$ cat src/rtl/div_ctrl.sv
// -----------------------------------------------------------------------------
// div_ctrl : multi-cycle DIV/DIVU sequencer (radix-2 restoring divider + FSM)
//
// Accepts operands on a start pulse in IDLE and iterates one quotient bit per
// clock in BUSY. On completion it writes {hi = remainder, lo = quotient} and
// pulses result_valid for one cycle in DONE.
//
// Ports:
//   clk          rising-edge clock
//   rst          asynchronous active-high reset
//   start        division request, sampled only in IDLE
//   signed_div   1 = DIV (two's complement), 0 = DIVU; sampled with start
//   annul        cancels a requested or in-flight operation
//   dividend     dividend operand, sampled with start
//   divisor      divisor operand, sampled with start
//   busy         high while iterating (pipeline stall request)
//   result_valid one-cycle pulse after hi/lo have been written
//   hi / lo      remainder / quotient of the last completed division
//
// Optional build macro:
//   DIV_ZERO_FAST_EN  a zero divisor skips BUSY and goes straight to DONE
// -----------------------------------------------------------------------------
module div_ctrl #(
    parameter int WIDTH = 32
) (
    input  logic             clk,
    input  logic             rst,
    input  logic             start,
    input  logic             signed_div,
    input  logic             annul,
    input  logic [WIDTH-1:0] dividend,
    input  logic [WIDTH-1:0] divisor,
    output logic             busy,
    output logic             result_valid,
    output logic [WIDTH-1:0] hi,
    output logic [WIDTH-1:0] lo
);
    localparam int CW = $clog2(WIDTH) + 1;

    typedef enum logic [1:0] {IDLE, BUSY, DONE} state_t;

    state_t             state_reg, state_next;
    // {rem[WIDTH:0], quot[WIDTH-1:0]}; quotient bits shift in as dividend
    // bits shift out into the remainder half.
    logic [2*WIDTH:0]   sr_reg, sr_next;
    logic [WIDTH-1:0]   dvsr_reg, dvsr_next;          // |divisor|
    logic [WIDTH-1:0]   dvnd_raw_reg, dvnd_raw_next;  // raw dividend for /0
    logic [CW-1:0]      count_reg, count_next;
    logic               sgn_reg, sgn_next;
    logic               dvnd_neg_reg, dvnd_neg_next;
    logic               dvsr_neg_reg, dvsr_neg_next;
    logic               zero_reg, zero_next;
    logic [WIDTH-1:0]   hi_reg, hi_next;
    logic [WIDTH-1:0]   lo_reg, lo_next;

    // One restoring step, computed from the current shift register.
    logic [2*WIDTH:0]   shifted;
    logic [WIDTH+1:0]   trial;
    logic [2*WIDTH:0]   stepped;
    logic [WIDTH-1:0]   quot_res, rem_res;

    // Operand sign/magnitude at acceptance time.
    logic               in_dvnd_neg, in_dvsr_neg;
    logic [WIDTH-1:0]   in_dvnd_mag, in_dvsr_mag;

    always_comb begin
        shifted  = sr_reg << 1;
        // Extra guard bit so a negative trial is visible in the MSB.
        trial    = {1'b0, shifted[2*WIDTH:WIDTH]} - {2'b00, dvsr_reg};
        stepped  = trial[WIDTH+1] ? shifted
                                  : {trial[WIDTH:0], shifted[WIDTH-1:1], 1'b1};
        quot_res = stepped[WIDTH-1:0];
        // Remainder is always below |divisor|, so WIDTH bits suffice.
        rem_res  = stepped[2*WIDTH-1:WIDTH];
    end

    always_comb begin
        in_dvnd_neg = signed_div & dividend[WIDTH-1];
        in_dvsr_neg = signed_div & divisor[WIDTH-1];
        // abs(most-negative) wraps back to itself, which is the correct
        // magnitude when read as unsigned.
        in_dvnd_mag = in_dvnd_neg ? (~dividend + 1'b1) : dividend;
        in_dvsr_mag = in_dvsr_neg ? (~divisor + 1'b1) : divisor;
    end

    always_comb begin
        state_next    = state_reg;
        sr_next       = sr_reg;
        dvsr_next     = dvsr_reg;
        dvnd_raw_next = dvnd_raw_reg;
        count_next    = count_reg;
        sgn_next      = sgn_reg;
        dvnd_neg_next = dvnd_neg_reg;
        dvsr_neg_next = dvsr_neg_reg;
        zero_next     = zero_reg;
        hi_next       = hi_reg;
        lo_next       = lo_reg;

        unique case (state_reg)
            IDLE: begin
                if (start && !annul) begin
                    sr_next       = {{(WIDTH+1){1'b0}}, in_dvnd_mag};
                    dvsr_next     = in_dvsr_mag;
                    dvnd_raw_next = dividend;
                    count_next    = '0;
                    sgn_next      = signed_div;
                    dvnd_neg_next = in_dvnd_neg;
                    dvsr_neg_next = in_dvsr_neg;
                    zero_next     = (divisor == '0);
                    state_next    = BUSY;
`ifdef DIV_ZERO_FAST_EN
                    if (divisor == '0) begin
                        hi_next    = dividend;
                        lo_next    = '1;
                        state_next = DONE;
                    end
`endif
                end
            end
            BUSY: begin
                if (annul) begin
                    state_next = IDLE;
                end else begin
                    sr_next    = stepped;
                    count_next = count_reg + 1'b1;
                    if (count_reg == CW'(WIDTH - 1)) begin
                        state_next = DONE;
                        if (zero_reg) begin
                            hi_next = dvnd_raw_reg;
                            lo_next = '1;
                        end else if (sgn_reg) begin
                            lo_next = (dvnd_neg_reg ^ dvsr_neg_reg)
                                      ? (~quot_res + 1'b1) : quot_res;
                            hi_next = dvnd_neg_reg ? (~rem_res + 1'b1) : rem_res;
                        end else begin
                            lo_next = quot_res;
                            hi_next = rem_res;
                        end
                    end
                end
            end
            DONE: begin
                state_next = IDLE;
            end
            default: begin
                state_next = IDLE;
            end
        endcase
    end

    always_ff @(posedge clk or posedge rst) begin
        if (rst) begin
            state_reg    <= IDLE;
            sr_reg       <= '0;
            dvsr_reg     <= '0;
            dvnd_raw_reg <= '0;
            count_reg    <= '0;
            sgn_reg      <= 1'b0;
            dvnd_neg_reg <= 1'b0;
            dvsr_neg_reg <= 1'b0;
            zero_reg     <= 1'b0;
            hi_reg       <= '0;
            lo_reg       <= '0;
        end else begin
            state_reg    <= state_next;
            sr_reg       <= sr_next;
            dvsr_reg     <= dvsr_next;
            dvnd_raw_reg <= dvnd_raw_next;
            count_reg    <= count_next;
            sgn_reg      <= sgn_next;
            dvnd_neg_reg <= dvnd_neg_next;
            dvsr_neg_reg <= dvsr_neg_next;
            zero_reg     <= zero_next;
            hi_reg       <= hi_next;
            lo_reg       <= lo_next;
        end
    end

    assign busy         = (state_reg == BUSY);
    assign result_valid = (state_reg == DONE);
    assign hi           = hi_reg;
    assign lo           = lo_reg;

endmodule

$ cat config.mk
export PLATFORM = sky130hd
export DESIGN_NAME = div_ctrl
export DESIGN_NICKNAME = d
export VERILOG_FILES = /design/src/rtl/div_ctrl.sv
export SDC_FILE = /design/constraint.sdc
export NUM_CORES = 1
export LEC_CHECK = 0
export ABC_AREA = 0
export BUFFER_PORTS_ARGS = -buffer_cell sky130_fd_sc_hd__buf_2
export CAP_MARGIN = 20
export CORE_MARGIN = 3
export CORE_UTILIZATION = 45
export DETAILED_ROUTE_END_ITERATION = 7
export HOLD_SLACK_MARGIN = 0.1
export PLACE_DENSITY = 0.66
export SLEW_MARGIN = 20
export SYNTH_ARGS = -nofsm -noshare
export SYNTH_HDL_FRONTEND = slang
export SYNTH_SLANG_ARGS = --single-unit
$ cat constraint.sdc
create_clock -name clk -period 6.4 [get_ports clk]
set_input_delay 1.28 -clock clk [delete_from_list [all_inputs] [get_ports clk]]
set_output_delay 1.28 -clock clk [all_outputs]
set_load 0.01 [all_outputs]
==> results.md, run 1 <==
- The flow ran to the end, and the final reports show no timing, DRC or antenna violations.
- After clock tree synthesis, the flow added hold-fix buffers numbering 0.
- In this run, the number of DRC markers left after iteration 0 of detailed routing was 878.
- The path class of the lowest-slack min-delay path is register to register.
- The standard cell core area is 29,200 µm².
- The number of distinct standard cells referenced by the synthesized netlist is 81.
- The final number of hold-violating endpoints is 0.
- Yosys attributes the largest share of cell area to sky130_fd_sc_hd__dfrtp_1 (38%), sky130_fd_sc_hd__nand2_1 (8.2%), sky130_fd_sc_hd__o21ai_0 (6.7%).
- The worst hold path passes through 2 cells.
- From bottom edge to top edge, the die measures 180 µm.
- For the worst setup path, the data required time is 6800 ps.
- The number of vias per cell after detailed routing is 5.76.
- The final worst-path cycle share is 89.3%.
- The maximum number of pins on one net before global-route repair is 162.
- Synthesis produced 1,676 cells.
- The source-to-sink clock delay at the later pin of the worst-skew pair is 530 ps.
- For this run, the leading register cell type out of synthesis is sky130_fd_sc_hd__dfrtp_1.
- The total nets after synthesis is 1,783.
- The final-report setup violation count is 0.
- The clock root buffer is sky130_fd_sc_hd__clkbuf_16.
- The final route contains 12,457 vias.
- The path with the worst hold slack has its endpoint at hi[5].
- After global routing the overflow that remains totals 0.
- The proportion of layout cells with a drive suffix above 1 is 12.8%.
- The mean area per synthesized cell is 8.10 µm².
- The first-pass GRT wire length is 64,100 µm.
- The max-capacitance violation count is 0.
- TritonCTS created 25 clock buffers.
- The smallest clock period supported by the final layout is computed as 5720 ps.
- Setup total negative slack on the finished layout was measured at 0 ps.
- The clock skew after layout is 9.86 ps.
- The cell count after placement is 2,116.
- The startpoint of the most critical register-to-register path is sr_reg[35].
- In this run the remaining antenna-violating nets after routing total 0.
- Yosys printed 0 warnings.
- Leaving out fill and tap cells, the most frequent cells in the layout are sky130_fd_sc_hd__nand2_1 (297), sky130_fd_sc_hd__dfrtp_1 (203), sky130_fd_sc_hd__o21ai_0 (181).
- The register bit total from synthesis is 204.
- The number of slew-limit violations in the final report came to 0.
- The aggregate global-route resource usage is 23.6%.
- The total routed wirelength is 39,100 µm.
- The worst setup path is launched from a register.
- The congestion estimate from routability-driven global placement came to 0.915.
- The register with the most flip-flops in the layout has 64 of them.
- For the worst flop-to-flop path, the logic depth is 18.
- Counting every sink on the clock net gives 204.
- The clock transition time at the flip-flop clock pins of the worst setup and hold paths is 60 ps.
- The top-area cell type share of the netlist area is 37.6%.
- The first detailed-routing pass ran for 6 iterations.
- The die is 180 µm wide.
- The worst min-delay path startpoint is hi[5].
- The classification of the worst setup path is register to register.
- The half-perimeter wire length after detailed placement is 28,800 µm.
- The number of global-route vias before repair is 12,177.
- The number of buffers on the longest clock path is 3.
- The number of buffers inserted by port buffering is 134.
- STA classifies the critical path endpoint as a register.
- The net count of the finished layout is 1,866.
- Measured on the finished design, the core utilization comes to 52.1%.
- The die outline area is 32,300 µm².
- The H-tree depth is 1.
- For the worst setup path, the data arrival time is 6120 ps.
- The maximum vdd drop is 260 µV.
- Setup repair after global routing left no endpoint under its margin.
- For this run, the top clock speed supported by timing is 0.175 GHz.
- At the pin with the least slew margin, the transition time is 1050 ps.
- The count of placed standard cells in the final layout, fillers left out is 2,161.
- The worst register-to-register path ends at hi[30].
- Post-CTS timing repair inserted 0 buffers for setup.
- The DRC violation count after routing is 0.
- The number of antenna violations at the first check in global routing is 2.
- Fill cells in the final layout number 2,824.
- The post-CTS resize count is 0.
- The initial utilization of the core area, before any placement, comes to 46.4%.
- The peak fanout along the critical path is 8.
- The worst pin sits at a relative slew slack of 30.2%.
- After layout, the design draws a total of 7.24 mW.
- The total power density per cell area is 475 nW/µm².
- In this run the register-to-register setup slack is 680 ps.
- The number of synthesized flops with an enable pin is 0.
- After synthesis, the share of flip-flops with an asynchronous set or reset is 100%.
- The static leakage power is 7.05 nW.
- Relative to the synthesized area, the layout overhead comes to 12.3%.
- The average routed wire per standard cell is 18.1 µm.
- TritonCTS built the clock tree.
- The number of rows created at floorplan is 62.
- The boundary pin count is 135.
- sky130_fd_sc_hd__dfrtp_1 takes more of the synthesized area than any other cell.
- The share of synthesized area occupied by flip-flops and latches is 37.6%.
- The library cell used most frequently in the layout, excluding fill and tap cells, is sky130_fd_sc_hd__nand2_1.
- Summing every instance area after synthesis gives 13,600 µm².
layout make-up:
type                    instances  area (µm²)  share of cell area (%)
multi-input cells            1322        7800                    51.2
clock inverters                 9         126                   0.829
flip-flops and latches        204        5110                    33.5
clock buffers                  34         709                    4.65
diodes                          2        5.00                  0.0328
repair buffers                150         803                    5.27
well taps                     384         480                    3.15
inverters                      56         214                    1.40
routing by layer:
metal  GRT usage [%]  up-vias  part of all wire, %
met2            38.8      343                   47
met5               0        -                    0
met1            33.3     6011                   46
met3            3.38       59                  5.4
met4            5.51        0                  2.3
li1                -     6044                    -
worst max path at each step:
| stage | startpoint | slack [ps] | end | depth (start not counted) |
|---|---|---|---|---|
| floorplan | sr_reg[35] | 1140 | hi[30] | 22 |
| global placement | sr_reg[35] | 1090 | hi[30] | 18 |
| detailed placement | sr_reg[35] | 800 | hi[30] | 18 |
| CTS | sr_reg[35] | 750 | hi[30] | 18 |
| global route | sr_reg[35] | 200 | hi[30] | 18 |
| finish | sr_reg[35] | 680 | hi[30] | 18 |
Yosys cell counts (7+ instances only):
| master | n |
|---|---|
| sky130_fd_sc_hd__xnor2_1 | 61 |
| sky130_fd_sc_hd__inv_1 | 55 |
| sky130_fd_sc_hd__o41ai_1 | 14 |
| sky130_fd_sc_hd__and2_1 | 7 |
| sky130_fd_sc_hd__o31ai_1 | 26 |
| sky130_fd_sc_hd__nor3_1 | 31 |
| sky130_fd_sc_hd__nand2b_1 | 9 |
| sky130_fd_sc_hd__nor2_1 | 147 |
| sky130_fd_sc_hd__a21oi_1 | 145 |
| sky130_fd_sc_hd__a31oi_1 | 20 |
| sky130_fd_sc_hd__buf_1 | 8 |
| sky130_fd_sc_hd__nand4_1 | 11 |
| sky130_fd_sc_hd__a211oi_1 | 12 |
| sky130_fd_sc_hd__a21o_1 | 14 |
| sky130_fd_sc_hd__nand3_1 | 27 |
| sky130_fd_sc_hd__o21ai_0 | 181 |
| sky130_fd_sc_hd__o211ai_1 | 7 |
| sky130_fd_sc_hd__nand2_1 | 297 |
| sky130_fd_sc_hd__or3_1 | 20 |
| sky130_fd_sc_hd__xor2_1 | 75 |
| sky130_fd_sc_hd__mux2i_1 | 29 |
| sky130_fd_sc_hd__o21a_1 | 15 |
| sky130_fd_sc_hd__dfrtp_1 | 204 |
| sky130_fd_sc_hd__ha_1 | 37 |
| sky130_fd_sc_hd__and3_1 | 15 |
| sky130_fd_sc_hd__or4_1 | 7 |
| sky130_fd_sc_hd__nor2b_1 | 8 |
| sky130_fd_sc_hd__nor4_1 | 17 |
| sky130_fd_sc_hd__clkbuf_1 | 68 |
kinds of logic (layout without fill, tap and decap cells):
group,after synthesis,after routing,share of synthesized area (%)
flip-flops,204,204,37.6
XOR/XNOR,136,136,8.78
multiplexers,31,31,2.31
buffers and inverters,150,249,5.04
other,0,2,0
AND/OR/NAND/NOR,630,630,21.0
AO/OA/AOI/OAI,487,487,21.7
adder cells (fa/ha/maj),38,38,3.56
through the flow:
stage	setup slack (ps)	instance area, µm²	hold slack, ps
detailed placement	801	14400	458
global route	200	15200	501
CTS	754	15200	473
floorplan	1140	13600	437
global placement	1090	14400	456
finish	682	15200	474
report_power, final:
group | switching [mW] | internal [mW]
Combinational | 2.49 | 1.49
Clock | 0.567 | 0.891
Sequential | 0.276 | 1.52
worst max-delay path, stage by stage, from the launching register on:
cell and delay [ps]:
sky130_fd_sc_hd__dfrtp_1 440, sky130_fd_sc_hd__ha_1 450, sky130_fd_sc_hd__a21o_1 270, sky130_fd_sc_hd__a31o_2 250, sky130_fd_sc_hd__o21ai_0 400, sky130_fd_sc_hd__a211oi_1 200
sky130_fd_sc_hd__o211ai_1 560, sky130_fd_sc_hd__nand2_2 270, sky130_fd_sc_hd__o21ai_0 410, sky130_fd_sc_hd__ha_1 290, sky130_fd_sc_hd__nand2_1 80, sky130_fd_sc_hd__nor3_1 220
sky130_fd_sc_hd__nand2_1 210, sky130_fd_sc_hd__or3_2 550, sky130_fd_sc_hd__o31ai_4 270, sky130_fd_sc_hd__nand3_1 180, sky130_fd_sc_hd__o21ai_0 250, sky130_fd_sc_hd__mux2i_1 210
sky130_fd_sc_hd__nand3_1 80
Note: power is estimated with default switching activity, not from simulation.
==> inputs of run 2 (changes only) <==
--- a/config.mk
+++ b/config.mk
@@ -12,7 +12,7 @@
 export CORE_UTILIZATION = 45
 export DETAILED_ROUTE_END_ITERATION = 7
 export HOLD_SLACK_MARGIN = 0.1
-export PLACE_DENSITY = 0.66
+export PLACE_DENSITY = 0.74
 export SLEW_MARGIN = 20
 export SYNTH_ARGS = -nofsm -noshare
 export SYNTH_HDL_FRONTEND = slang
==> results.md, run 2 (same netlist as run 1, synthesis figures left out) <==
- The flow ran to the end, and the final reports show no timing, DRC or antenna violations.
- The count of nets left with antenna violations once routing finished came out at 0.
- Relative to the synthesized area, the layout overhead comes to 12.2%.
- The y dimension of the die is 180 µm.
- After clock tree synthesis, the flow added hold-fix buffers numbering 0.
- The kind of cell adding the most delay to the critical path is compound AO/OA/AOI/OAI gates.
- The net count reported at finish is 1,863.
- The capturing element of the worst setup path is hi[30].
- The transition at the pin with the smallest max-transition slack is 1040 ps.
- Setup repair after global routing left no endpoint under its margin.
- The maximum number of pins on one net before global-route repair is 171.
- Counting the fill cells in the layout gives 2,745.
- The worst register-to-register path begins at sr_reg[35].
- In this run the static leakage power is 7.02 nW.
- The sequential power share is 24.9%.
- The first-pass iteration count of the detailed router is 7.
- The highest achievable clock rate is 0.169 GHz.
- The fraction of power spent switching nets is 46.2%.
- For this run, the total global-route usage over all layers was measured as 23.4%.
- The DRC violation count after routing is 0.
- After the first detailed-routing iteration, the DRC count stood at 1,072.
- The number of rows created at floorplan is 62.
- The number of cells on the worst reg-to-reg path is 18.
- In the finished design, the share of the clock period the worst path needs comes to 92.4%.
- The tightest min-delay check is of the register to register type.
- The number of sinks driven by the clock tree is 204.
- The arrival time reported for the critical path endpoint is 6320 ps.
- Leaving out fill and tap cells, the most frequent cell in the layout is sky130_fd_sc_hd__nand2_1.
- Leaving out fill and tap cells, the most frequent cells in the layout are sky130_fd_sc_hd__nand2_1 (297), sky130_fd_sc_hd__dfrtp_1 (203), sky130_fd_sc_hd__o21ai_0 (181).
- Setup slack closes at 485 ps.
- The library cell contributing the largest single delay on the critical path is sky130_fd_sc_hd__o211ai_1.
- The critical path contains buffers and inverters numbering 0 combined.
- At the worst endpoint, the required time is 6800 ps.
- The clock network is responsible for 20.0% of the overall power.
- The post-route netlist has 12.7% of its cells at a drive strength greater than 1.
- Dividing the detail-routed wire length by the instance count gives 17.9 µm.
- Counting buffers and inverters, the worst setup path is 18 cells deep.
- Dividing the detail-routed via count by the number of cells gives 5.80.
- STA classifies the critical path endpoint as a register.
- After legalization and detailed placement, the total HPWL measured 28,500 µm.
- The worst pin sits at a relative slew slack of 30.9%.
- In this run the worst setup path begins at sr_reg[35].
- Setup violations remaining at the end of the flow were counted as 0.
- The critical path goes through ha_1 -> a21o_1 -> a31o_2 -> o21ai_0 -> a211oi_1 -> o211ai_1 -> nand2_2 -> o21ai_0 -> ha_1 -> nand2_1 -> nor3_1 -> nand2_1 -> or3_2 -> o31ai_4 -> nand3_1 -> o21ai_0 -> mux2i_1 -> nand3_1.
- The proportion of power drawn by combinational gates is 55.1%.
- The clock tree from TritonCTS is yes.
- Routability-driven placement finished with a final weighted congestion of 0.863.
- The source-to-sink clock delay at the later pin of the worst-skew pair is 530 ps.
- The number of global-route vias before repair is 12,269.
- The analysis attributes to net switching a power of 3.35 mW.
- The number of buffers inserted to repair setup after CTS is 0.
- Summed over all failing endpoints, the final setup total negative slack is 0 ps.
- The routed layout has 12,516 vias.
- The die width is 180 µm.
- The pre-CTS setup slack is 696 ps.
- The aggregate global routing overflow is 0.
- Of all nets on the critical path, the largest fanout is 8.
- The standard cell core area is 29,200 µm².
- The initial utilization of the core area, before any placement, comes to 46.4%.
- The total power density per cell area is 476 nW/µm².
- Across the VDD grid, the largest voltage drop is 293 µV.
- The setup slack on the worst flop-to-flop path is 480 ps.
- The clock skew after layout is 15.5 ps.
- The critical path in this run is classified as register to register.
- The area of all placed cells without fillers is 15,200 µm².
- After detailed routing, the total wire length is 38,700 µm.
- CTS built an H-tree with a depth of 1.
- The boundary pin count is 135.
- The root buffer cell chosen for the clock tree is sky130_fd_sc_hd__clkbuf_16.
- The first-pass GRT wire length is 63,600 µm.
- The placed instances occupy a cell area of 14,400 µm².
- The max-capacitance violation count is 0.
- Once the clock tree was built, the resizer swapped 0 gates to a different size.
- The most numerous cell type found on the critical path is sky130_fd_sc_hd__o21ai_0.
- The launching element type of the critical path is a register.
- The die outline area is 32,300 µm².
- The number of buffers on the longest clock path is 3.
- The final number of hold-violating endpoints is 0.
- The register with the most flip-flops in the layout has 64 of them.
- Internal power comes to 3.90 mW.
- The number of antenna violations at the first check in global routing was 2.
- In this run, CTS created clock tree buffers numbering 25.
- The number of slew-limit violations in the final report is 0.
- The number of buffers inserted by port buffering is 134.
- In this run the critical register-to-register path is captured at hi[30].
- The final critical path time including I/O delays and setup is 5920 ps.
- In this design, the stage delay of the slowest critical-path cell is 700 ps.
- Clock-pin slew was measured on the worst setup and hold paths at 60 ps.
## run 2: changes by cell type in the layout (fill, tap and decap cells not counted), sizes merged
| cell | before | now |
|---|---|---|
| buf | 150 | 147 |
| inv | 55 | 56 |
| clkbuf | 34 | 32 |
| clkinvlp | 2 | 4 |
| clkinv | 5 | 4 |
## run 2: final cells by class
class,instances,area [µm²],area share [%]
Clock inverter,11,141,0.929
Inverter,56,214,1.41
Multi-Input combinational cell,1322,7800,51.2
Timing Repair Buffer,147,781,5.13
Antenna cell,2,5.00,0.0329
Sequential cell,204,5110,33.6
Tap cell,384,480,3.16
Clock buffer,32,692,4.55
## run 2: through the flow
| step | power (mW) | util, % | std cells | hold slack [ps] |
|---|---|---|---|---|
| floorplan | 4.84 | - | 1676 | 437 |
| global placement | 5.69 | 49.2 | 2113 | 455 |
| detailed placement | 5.74 | 49.2 | 2113 | 462 |
| CTS | 7.22 | 52.0 | 2156 | 477 |
| global route | 7.77 | 52.0 | 2158 | 502 |
| finish | 7.24 | 52.0 | 2158 | 469 |
## run 2: worst min-delay path: cells and delay by family, from the launching register on
family	cells	cell delay, ps
and+or+nand+nor	2	110
DFF	1	330
## run 2: worst min path at each step
stage,from,cells past startpoint,end
3_5_place_dp,dvnd_raw_reg[22],2,dvnd_raw_reg[22]
6_report,dvnd_raw_reg[28],2,dvnd_raw_reg[28]
3_3_place_gp,dvnd_raw_reg[20],2,dvnd_raw_reg[20]
4_1_cts,dvnd_raw_reg[25],2,dvnd_raw_reg[25]
2_1_floorplan,dvnd_raw_reg[20],2,dvnd_raw_reg[20]
5_1_grt,lo[29],2,lo[29]
## run 2: power groups by stage
stage          logic (mW)  registers [mW]  clock network (mW)
2_1_floorplan        3.12            1.72                   0
6_report             3.99            1.80                1.45
3_5_place_dp         3.93            1.82                   0
5_1_grt              4.41            1.84                1.53
4_1_cts              3.95            1.80                1.47
3_3_place_gp         3.88            1.81                   0
## run 2: metal layers
layer  global-route usage, %  wire length [µm]  vias to the layer above
met4                    6.31              1030                        0
met5                       0                 0                        -
met1                    32.6             17400                     6038
li1                        -                 -                     6036
met3                    2.55              1940                       65
met2                    38.9             18300                      377
==> inputs of run 3 (changes only) <==
==> constraint.sdc (replaced) <==
create_clock -name clk -period 5.1 [get_ports clk]
set_input_delay 1.02 -clock clk [delete_from_list [all_inputs] [get_ports clk]]
set_output_delay 1.02 -clock clk [all_outputs]
set_load 0.01 [all_outputs]
==> results.md, run 3 (same netlist as run 1, synthesis figures left out) <==
- At the pin with the least slew margin, the transition time is 986 ps.
- In this run the core area contains 62 standard-cell rows.
- Setup repair after global routing left no endpoint under its margin.
- The total vias in the final route is 12,638.
- The clock period could shrink to 4870 ps.
- STA classifies the critical path endpoint as a register.
- The DRC violation count after routing is 0.
- The critical path is of the register to register type.
- The number of buffers on the longest clock path is 3.
- The clock transition time at the flip-flop clock pins of the worst setup and hold paths is 60 ps.
- The initial utilization of the core area, before any placement, comes to 46.4%.
- Headroom to the max-slew limit came out at 34.1%.
- STA puts the critical path data required time at 5500 ps.
- The number of slew-limit violations in the final report came to 0.
- For the final routed database, the setup TNS stands at 0 ps.
- The number of global-route vias before repair is 12,544.
- In the layout the commonest cells are sky130_fd_sc_hd__nand2_1 (297), sky130_fd_sc_hd__dfrtp_1 (203), sky130_fd_sc_hd__o21ai_0 (178).
- For flop-to-flop paths, the worst setup slack is 230 ps.
- The average routed wire per standard cell is 18.1 µm.
- For this design the top-level I/O count stands at 135.
- In the global route stage, overall resource usage came out at 23.8%.
- The total routed wirelength is 39,300 µm.
- The first detailed-routing pass took 5 iterations.
- The total power density per cell area is 597 nW/µm².
- The pre-CTS setup slack is 264 ps.
- Timing would allow up to 0.205 GHz.
- The number of vias per cell after detailed routing is 5.82.
- The routability congestion estimate from global placement is 0.937.
- In the final design database the tool counted 1,876 nets.
- After legalization and detailed placement, the total HPWL measured 28,900 µm.
- The met1 track demand over resource is 32.3%.
- In this run, the number of DRC markers left after iteration 0 of detailed routing was 917.
- Clock latency on the worst-skew pair, taken at its later pin, is 520 ps.
- The final-report setup violation count is 0.
- The number of antenna violations at the first check in global routing was 1.
- The most common cell after layout, fill and taps aside is sky130_fd_sc_hd__nand2_1.
- For the worst setup path, the data arrival time is 5270 ps.
- Clock tree synthesis found a total of 204 sinks.
- The max-capacitance violation count is 0.
- In the global route stage, met2 resource usage came out at 40.7%.
- The first-pass GRT wire length is 65,000 µm.
- The y dimension of the die is 180 µm.
- Of the cells placed in the final design, the portion with a size suffix greater than 1 is 13.3%.
- The number of flip-flops in the largest register is 64.
- For the final database, setup skew stands at 6.63 ps.
- The tree is rooted in a sky130_fd_sc_hd__clkbuf_16.
- The area of all sequential standard cells is 5110 µm².
- The post-layout total power is 9.13 mW.
- The fraction of met3 tracks used by global routing is 2.57%.
- The floorplan step defined a die boundary enclosing 32,300 µm².
- The H-tree depth is 1.
- The area growth from synthesis to layout is 12.8%.
- The number of buffers inserted by port buffering is 134.
- The multi-input gate area in the final layout is 7810 µm².
- The worst setup path is launched from a register.
- The post-CTS resize count is 0.
- The global routing stage identified its most utilized layer as met2.
- The final worst-path cycle share is 95.5%.
- The die width is 180 µm.
- The tightest min-delay check is of the register to register type.
- Setup slack closes at 232 ps.
- The CTS buffer count is 24.
- The analysis attributes to cell leakage a power of 7.08 nW.
- The region available for standard cell placement spans 29,200 µm².
- The final number of hold-violating endpoints is 0.
- The run finished with clean final reports.
- The peak fanout along the critical path is 8.
- In this run the remaining antenna-violating nets after routing total 0.
- The share of the core filled with cells is 52.3%.
- Fill cells in the final layout number 2,760.
- The worst hold slack is 470 ps.
- Entering global routing, the biggest net connects 114 pins.
- The aggregate global routing overflow is 0.
- The number of buffers inserted to repair setup after CTS is 0.
- The maximum vdd drop is 463 µV.
- The clock tree from TritonCTS is yes.
- The number of hold buffers added after cts is 0.
## run 3: cell count changes in the layout (fill, tap and decap cells not counted), sizes merged
cell	delta
buf	+14
inv	-1
clkbuf	+1
clkinv	+3
clkinvlp	-2
bufinv	-1
diode	-1
## run 3: final cells by class
type,count,share of cell area (%)
Antenna cell,1,0.0164
Clock buffer,33,4.42
Clock inverter,10,0.695
Inverter,56,1.40
Multi-Input combinational cell,1322,51.0
Sequential cell,204,33.4
Tap cell,384,3.14
Timing Repair Buffer,161,5.95
## run 3: path summary, 6_finish.rpt
kind / startpoint / cells past startpoint / endpoint
worst min register to register: dvnd_raw_reg[24] / 2 / dvnd_raw_reg[24]
worst max register to register: sr_reg[31] / 14 / hi[31]
min in group asynchronous: rst / 2 / dvsr_reg[2]
max in group asynchronous: rst / 3 / lo[30]
worst min-delay path: dvnd_raw_reg[24] / 2 / dvnd_raw_reg[24]
worst max-delay path: sr_reg[31] / 14 / hi[31]
## run 3: report_power, final
group	total [mW]	switching (mW)	internal, mW	leakage [nW]
registers	2.25	0.343	1.91	2.67
clock network	1.73	0.708	1.03	0.386
logic	5.15	3.19	1.95	4.02
total	9.13	4.25	4.89	7.08
## run 3: routing by layer
metal	vias up	wire [µm]	part of all wire, %
met3	81	1830	4.7
met2	364	18700	47
met1	6119	17600	45
met4	0	1220	3.1
li1	6074	-	-
met5	-	0	0
## run 3: critical path: stages, from the launching register on
cell                        delay (ps)
sky130_fd_sc_hd__dfrtp_1           440
sky130_fd_sc_hd__inv_1              70
sky130_fd_sc_hd__ha_1              220
sky130_fd_sc_hd__fa_1              390
sky130_fd_sc_hd__and2b_4           280
sky130_fd_sc_hd__o2111ai_4         190
sky130_fd_sc_hd__a31o_1            280
sky130_fd_sc_hd__a311o_1           400
sky130_fd_sc_hd__a211o_1           350
sky130_fd_sc_hd__or4b_4            570
sky130_fd_sc_hd__nand4bb_4         270
sky130_fd_sc_hd__o41ai_4           460
sky130_fd_sc_hd__nand4_2           200
sky130_fd_sc_hd__or3_1             390
sky130_fd_sc_hd__a41o_1            240
## run 3: per-stage QoR
stage | cell area (µm²) | std cells
after floorplan | 13600 | 1676
after global placement | 14500 | 2127
after detailed placement | 14500 | 2127
after CTS | 15300 | 2170
after global routing | 15300 | 2171
final | 15300 | 2171
